`config.mk`:
```
export PLATFORM = sky130hd
export DESIGN_NAME = cic_decimator
export DESIGN_NICKNAME = d
export VERILOG_FILES = /design/src/rtl/cic_pkg.sv /design/src/rtl/cic_comb_stage.sv /design/src/rtl/cic_decimator.sv
export SDC_FILE = /design/constraint.sdc
export NUM_CORES = 1
export LEC_CHECK = 0
export CORE_MARGIN = 2
export CORE_UTILIZATION = 40
export DETAILED_ROUTE_END_ITERATION = 16
export HOLD_SLACK_MARGIN = 0.06
export PLACE_DENSITY = 0.55
export REMOVE_ABC_BUFFERS = 1
export SLEW_MARGIN = 20
export SYNTH_ARGS = -nofsm -noshare
export SYNTH_HDL_FRONTEND = slang
export SYNTH_SLANG_ARGS = --single-unit
```
`constraint.sdc`:
```
create_clock -name i_clk -period 9.75 [get_ports i_clk]
set_input_delay 2.4375 -clock i_clk [delete_from_list [all_inputs] [get_ports i_clk]]
set_output_delay 2.4375 -clock i_clk [all_outputs]
set_load 0.1 [all_outputs]
```
`src/rtl/cic_pkg.sv`:
```
// rtl/cic_pkg.sv - shared CIC width function and parameter range limits.
package cic_pkg;

  localparam int IN_W_MIN  = 4;
  localparam int IN_W_MAX  = 24;
  localparam int OUT_W_MIN = 4;
  localparam int OUT_W_MAX = 32;
  localparam int N_MIN     = 1;
  localparam int N_MAX     = 6;
  localparam int R_MIN     = 2;
  localparam int R_MAX     = 256;
  localparam int M_MIN     = 1;
  localparam int M_MAX     = 2;

  // Bit growth of an N-stage CIC is N*log2(R*M); sizing to that keeps the
  // modulo-2^ACC_W integrator wrap harmless after the combs.
  function automatic int acc_width(input int in_w, input int n, input int r, input int m);
    return in_w + n * $clog2(r * m);
  endfunction

  function automatic bit params_ok(input int in_w, input int out_w, input int n,
                                   input int r, input int m);
    return (in_w >= IN_W_MIN) && (in_w <= IN_W_MAX) &&
           (out_w >= OUT_W_MIN) && (out_w <= OUT_W_MAX) &&
           (n >= N_MIN) && (n <= N_MAX) &&
           (r >= R_MIN) && (r <= R_MAX) &&
           (m >= M_MIN) && (m <= M_MAX);
  endfunction

endpackage

```
`src/rtl/cic_comb_stage.sv`:
```
// rtl/cic_comb_stage.sv - one CIC comb: out = in - in delayed by M decimated samples.
module cic_comb_stage
  import cic_pkg::*;
#(
  parameter int ACC_W = 20,
  parameter int M     = 1
) (
  input  logic                    i_clk,
  input  logic                    i_reset,
  input  logic                    i_en,
  input  logic signed [ACC_W-1:0] i_data,
  output logic signed [ACC_W-1:0] o_data
);

  logic signed [ACC_W-1:0] dly [0:M-1];

  always_ff @(posedge i_clk or negedge i_reset) begin
    if (!i_reset) begin
      for (int i = 0; i < M; i++) dly[i] <= '0;
    end else if (i_en) begin
      dly[0] <= i_data;
      for (int i = 1; i < M; i++) dly[i] <= dly[i-1];
    end
  end

  assign o_data = i_data - dly[M-1];

endmodule

```
`src/rtl/cic_decimator.sv`:
```
// rtl/cic_decimator.sv - N-stage CIC decimator (integrators inline, combs as sub-modules).
// Optional macro CIC_OUT_ROUND_EN selects round-half-up with positive saturation on output.
module cic_decimator
  import cic_pkg::*;
#(
  parameter int IN_W  = 12,
  parameter int OUT_W = 20,
  parameter int N     = 2,
  parameter int R     = 16,
  parameter int M     = 1
) (
  input  logic                    i_clk,
  input  logic                    i_reset,
  input  logic                    i_valid,
  input  logic signed [IN_W-1:0]  i_data,
  output logic                    o_valid,
  output logic signed [OUT_W-1:0] o_data
);

  localparam int ACC_W = acc_width(IN_W, N, R, M);
  localparam int CNT_W = $clog2(R);

  if (!params_ok(IN_W, OUT_W, N, R, M)) begin : g_param_check
    $error("cic_decimator: parameter out of range");
  end

  // stage[0] is the input register, stage[k] is integrator k.
  logic signed [ACC_W-1:0] stage [0:N];
  logic [CNT_W-1:0]        dec_cnt;
  logic                    dec_stb;
  logic signed [ACC_W-1:0] comb [0:N];
  logic signed [OUT_W-1:0] scaled;

  always_ff @(posedge i_clk or negedge i_reset) begin
    if (!i_reset) begin
      for (int k = 0; k <= N; k++) stage[k] <= '0;
    end else if (i_valid) begin
      stage[0] <= {{(ACC_W-IN_W){i_data[IN_W-1]}}, i_data};
      for (int k = 1; k <= N; k++) stage[k] <= stage[k] + stage[k-1];
    end
  end

  assign dec_stb = i_valid && (dec_cnt == CNT_W'(R - 1));

  always_ff @(posedge i_clk or negedge i_reset) begin
    if (!i_reset) begin
      dec_cnt <= '0;
    end else if (i_valid) begin
      dec_cnt <= dec_stb ? '0 : dec_cnt + CNT_W'(1);
    end
  end

  assign comb[0] = stage[N];

  for (genvar k = 1; k <= N; k++) begin : g_comb
    cic_comb_stage #(
      .ACC_W (ACC_W),
      .M     (M)
    ) u_comb (
      .i_clk   (i_clk),
      .i_reset (i_reset),
      .i_en    (dec_stb),
      .i_data  (comb[k-1]),
      .o_data  (comb[k])
    );
  end

  if (OUT_W >= ACC_W) begin : g_sext
    assign scaled = OUT_W'(comb[N]);
  end else begin : g_narrow
    localparam int SHIFT = ACC_W - OUT_W;
`ifdef CIC_OUT_ROUND_EN
    // Adding half an output LSB then truncating equals adding the first
    // discarded bit to the kept bits; only a positive overflow is possible.
    logic [OUT_W:0] rnd;
    assign rnd = {comb[N][ACC_W-1], comb[N][ACC_W-1:SHIFT]} + (OUT_W+1)'(comb[N][SHIFT-1]);
    assign scaled = (rnd[OUT_W] != rnd[OUT_W-1]) ? {1'b0, {(OUT_W-1){1'b1}}}
                                                 : rnd[OUT_W-1:0];
`else
    assign scaled = comb[N][ACC_W-1:SHIFT];
`endif
  end

  always_ff @(posedge i_clk or negedge i_reset) begin
    if (!i_reset) begin
      o_valid <= 1'b0;
      o_data  <= '0;
    end else begin
      o_valid <= dec_stb;
      if (dec_stb) o_data <= scaled;
    end
  end

endmodule
```
==> impl_metrics.env <==
export IMPL_min_period_ns=4.74
export IMPL_dp_slack_ns=5.01
export IMPL_relSlewSlack=0.352
export IMPL_num_vias=6089
export IMPL_routedWlPerCell_um=13.2
export IMPL_yosysSeqAreaShare=0.363
export IMPL_cts_buffers=17
export IMPL_routed_via_density=5.11
export IMPL_synthArstFlopShare=1.00
export IMPL_endpoint_kind="register"
export IMPL_start_util=0.410
export IMPL_multi_input_area_um2=4800
export IMPL_postRouteAntennaNets=0
export IMPL_yosysWarningCount=0
export IMPL_nNetsFinal=1010
export IMPL_grt_max_degree=84
export IMPL_syn_area_per_cell_um2=9.17
export IMPL_drv_cap=0
export IMPL_overflow=0
export IMPL_finalNonFillerCells=1192
export IMPL_drive_gt1_frac=0.0949
export IMPL_nFillCells=1949
export IMPL_grt_antenna_before_repair=0
export IMPL_max_freq_ghz=0.211
export IMPL_fin_ws_ns=5.01
export IMPL_yosys_most_used_dff="dfrtp_1"
export IMPL_synth_top_cell_by_area="dfrtp_1"
export IMPL_dieHeight_um=146
export IMPL_criticalPathCategory="register to register"
export IMPL_cts_max_level=4
export IMPL_diodes=0
export IMPL_tightest_slew_ns=0.969
export IMPL_grt_pass1_wl_um=27800
export IMPL_num_rows=51
export IMPL_gp_congestion=0.781
export IMPL_cp_start_kind="register"
export IMPL_tns_ns=0
export IMPL_dp_cells=1160
export IMPL_ff_latch_area_um2=2930
export IMPL_coreArea_um2=19700
export IMPL_first_pass_iters=4
export IMPL_post_cts_resized=0
export IMPL_grt_usage=0.156
export IMPL_drv_slew=0
export IMPL_path_max_fanout=5
export IMPL_setup_violations=0
export IMPL_die_area_um2=21300
export IMPL_ys_types=65
export IMPL_cp_arrival_ns=5.06
export IMPL_finClkSkew_ns=0.0109
export IMPL_drt_wl_total_um=15800
export IMPL_num_io_pins=36
export IMPL_cp_required_ns=10.07
export IMPL_place_area_um2=8690
export IMPL_rsz0062_at_grt="no"
export IMPL_insertion_delay_ns=0.41
export IMPL_hold_class="register to register"
export IMPL_hold_buffers=0
export IMPL_clkSinkCount=117
export IMPL_finalCritPeriodShare=0.486
export IMPL_cts_tree="done"
export IMPL_design_area_um2=9280
export IMPL_dieWidth_um=146
export IMPL_synthTopCellsByArea="dfrtp_1, ha_1, o21ai_0"
export IMPL_hold_viol=0
export IMPL_drt_iter0_drc=250
export IMPL_cts_root_buf="clkbuf_16"
export IMPL_status="finished clean"
export IMPL_synthesis_area_um2=8070
export IMPL_ys_ff_latch=117
export IMPL_synth_most_common_cell="dfrtp_1"
export IMPL_syn2layout_area_growth_pct=15.1
export IMPL_synth_top_area_frac=0.363
export IMPL_clk_pin_slew_ns=0.06
export IMPL_synth_cells_most_frequent="dfrtp_1, nand2_1, o21ai_0, ha_1, inv_1"
export IMPL_grt_pass1_vias=5852
export IMPL_hpwlAfterDp_um=11200
export IMPL_io_buffer_count=35
export IMPL_clockBufferDepth=2
export IMPL_drc=0
export IMPL_synth_edff_count=0
export IMPL_post_cts_buffers=0
export IMPL_syn_inst=880
layout by cell type, fill, tap and decap left out, types with 10 or more instances in the layout:
master,n
nand3_1,26
a21o_1,26
nor2_1,30
nand2_1,97
xor2_1,18
mux2_2,36
inv_1,64
a21oi_1,54
and3_1,11
xnor2_1,33
o31ai_1,10
a211oi_1,12
dfrtp_1,117
nor3_1,16
ha_1,77
nand2b_1,13
o21a_1,16
clkdlybuf4s50_1,33
o21ai_0,86
clkbuf_16,17
critical path, cell delays in order (launching register included):
cell       delay, ns
dfrtp_1         0.37
inv_1           0.10
ha_1            0.18
inv_1           0.05
fa_1            0.40
a21o_1          0.19
a211oi_1        0.32
o21a_1          0.18
nor2_1          0.07
a21o_1          0.17
a211oi_1        0.22
nor3_1          0.10
ha_1            0.26
or3_1           0.37
a2111oi_0       0.64
o21bai_1        0.28
and4_1          0.27
nor4_1          0.22
o21ai_0         0.13
o211ai_1        0.11
stage by stage:
stage | hold slack (ns) | utilization
2_1_floorplan | 0.450 | -
3_3_place_gp | 0.462 | 0.442
3_5_place_dp | 0.470 | 0.442
4_1_cts | 0.482 | 0.472
5_1_grt | 0.494 | 0.472
6_report | 0.475 | 0.472
registers in the layout, summed over array words and instances, names as in the netlist:
name,count
comb,20
o_valid,1
stage,32
o_data,20
dec_cnt,4
g_comb.u_comb.dly,40
metal layers:
| metal | routed length [um] | up-vias | part of all wire | GRT usage |
|---|---|---|---|---|
| li1 | - | 3242 | - | - |
| met1 | 8150 | 2757 | 0.52 | 0.213 |
| met2 | 7060 | 78 | 0.45 | 0.252 |
| met3 | 391 | 12 | 0.025 | 0.0322 |
| met4 | 173 | 0 | 0.011 | 0.0432 |
| met5 | 0 | - | 0 | 0 |
area by class of cell:
class                   count  area share
clock buffers              23      0.0504
clock inverters             9      0.0136
inverters                  65      0.0263
multi-input cells         673       0.517
flip-flops and latches    117       0.315
well taps                 265      0.0357
repair buffers             40      0.0414
cell families after synthesis:
kind of cell,after synthesis,share of synthesized area
xor gates and xnor gates,51,0.0554
and+or+nand+nor,240,0.144
AOI/OAI and AO/OA,262,0.212
buffers and inverters,90,0.0419
DFF,117,0.363
muxes,39,0.0546
adders and majority gates,81,0.129
path summary, 6_finish.rpt:
kind / startpoint / end / slack, ns / depth (start not counted)
max: comb[40]$_DFFE_PN0P_ / o_data[19]$_DFFE_PN0P_ / 5.01 / 19
min: o_data[3]$_DFFE_PN0P_ / o_data[3]$_DFFE_PN0P_ / 0.48 / 2
max reg2reg: comb[40]$_DFFE_PN0P_ / o_data[19]$_DFFE_PN0P_ / 5.01 / 19
min reg2reg: o_data[3]$_DFFE_PN0P_ / o_data[3]$_DFFE_PN0P_ / 0.48 / 2
max in group asynchronous: i_reset / g_comb[2].u_comb.dly[18]$_DFFE_PN0P_ / 6.68 / 2
min in group asynchronous: i_reset / stage[42]$_DFFE_PN0P_ / 1.98 / 1
Power is not shown: default switching activity piles up to over one toggle a cycle in this logic, so the estimate is an artifact.
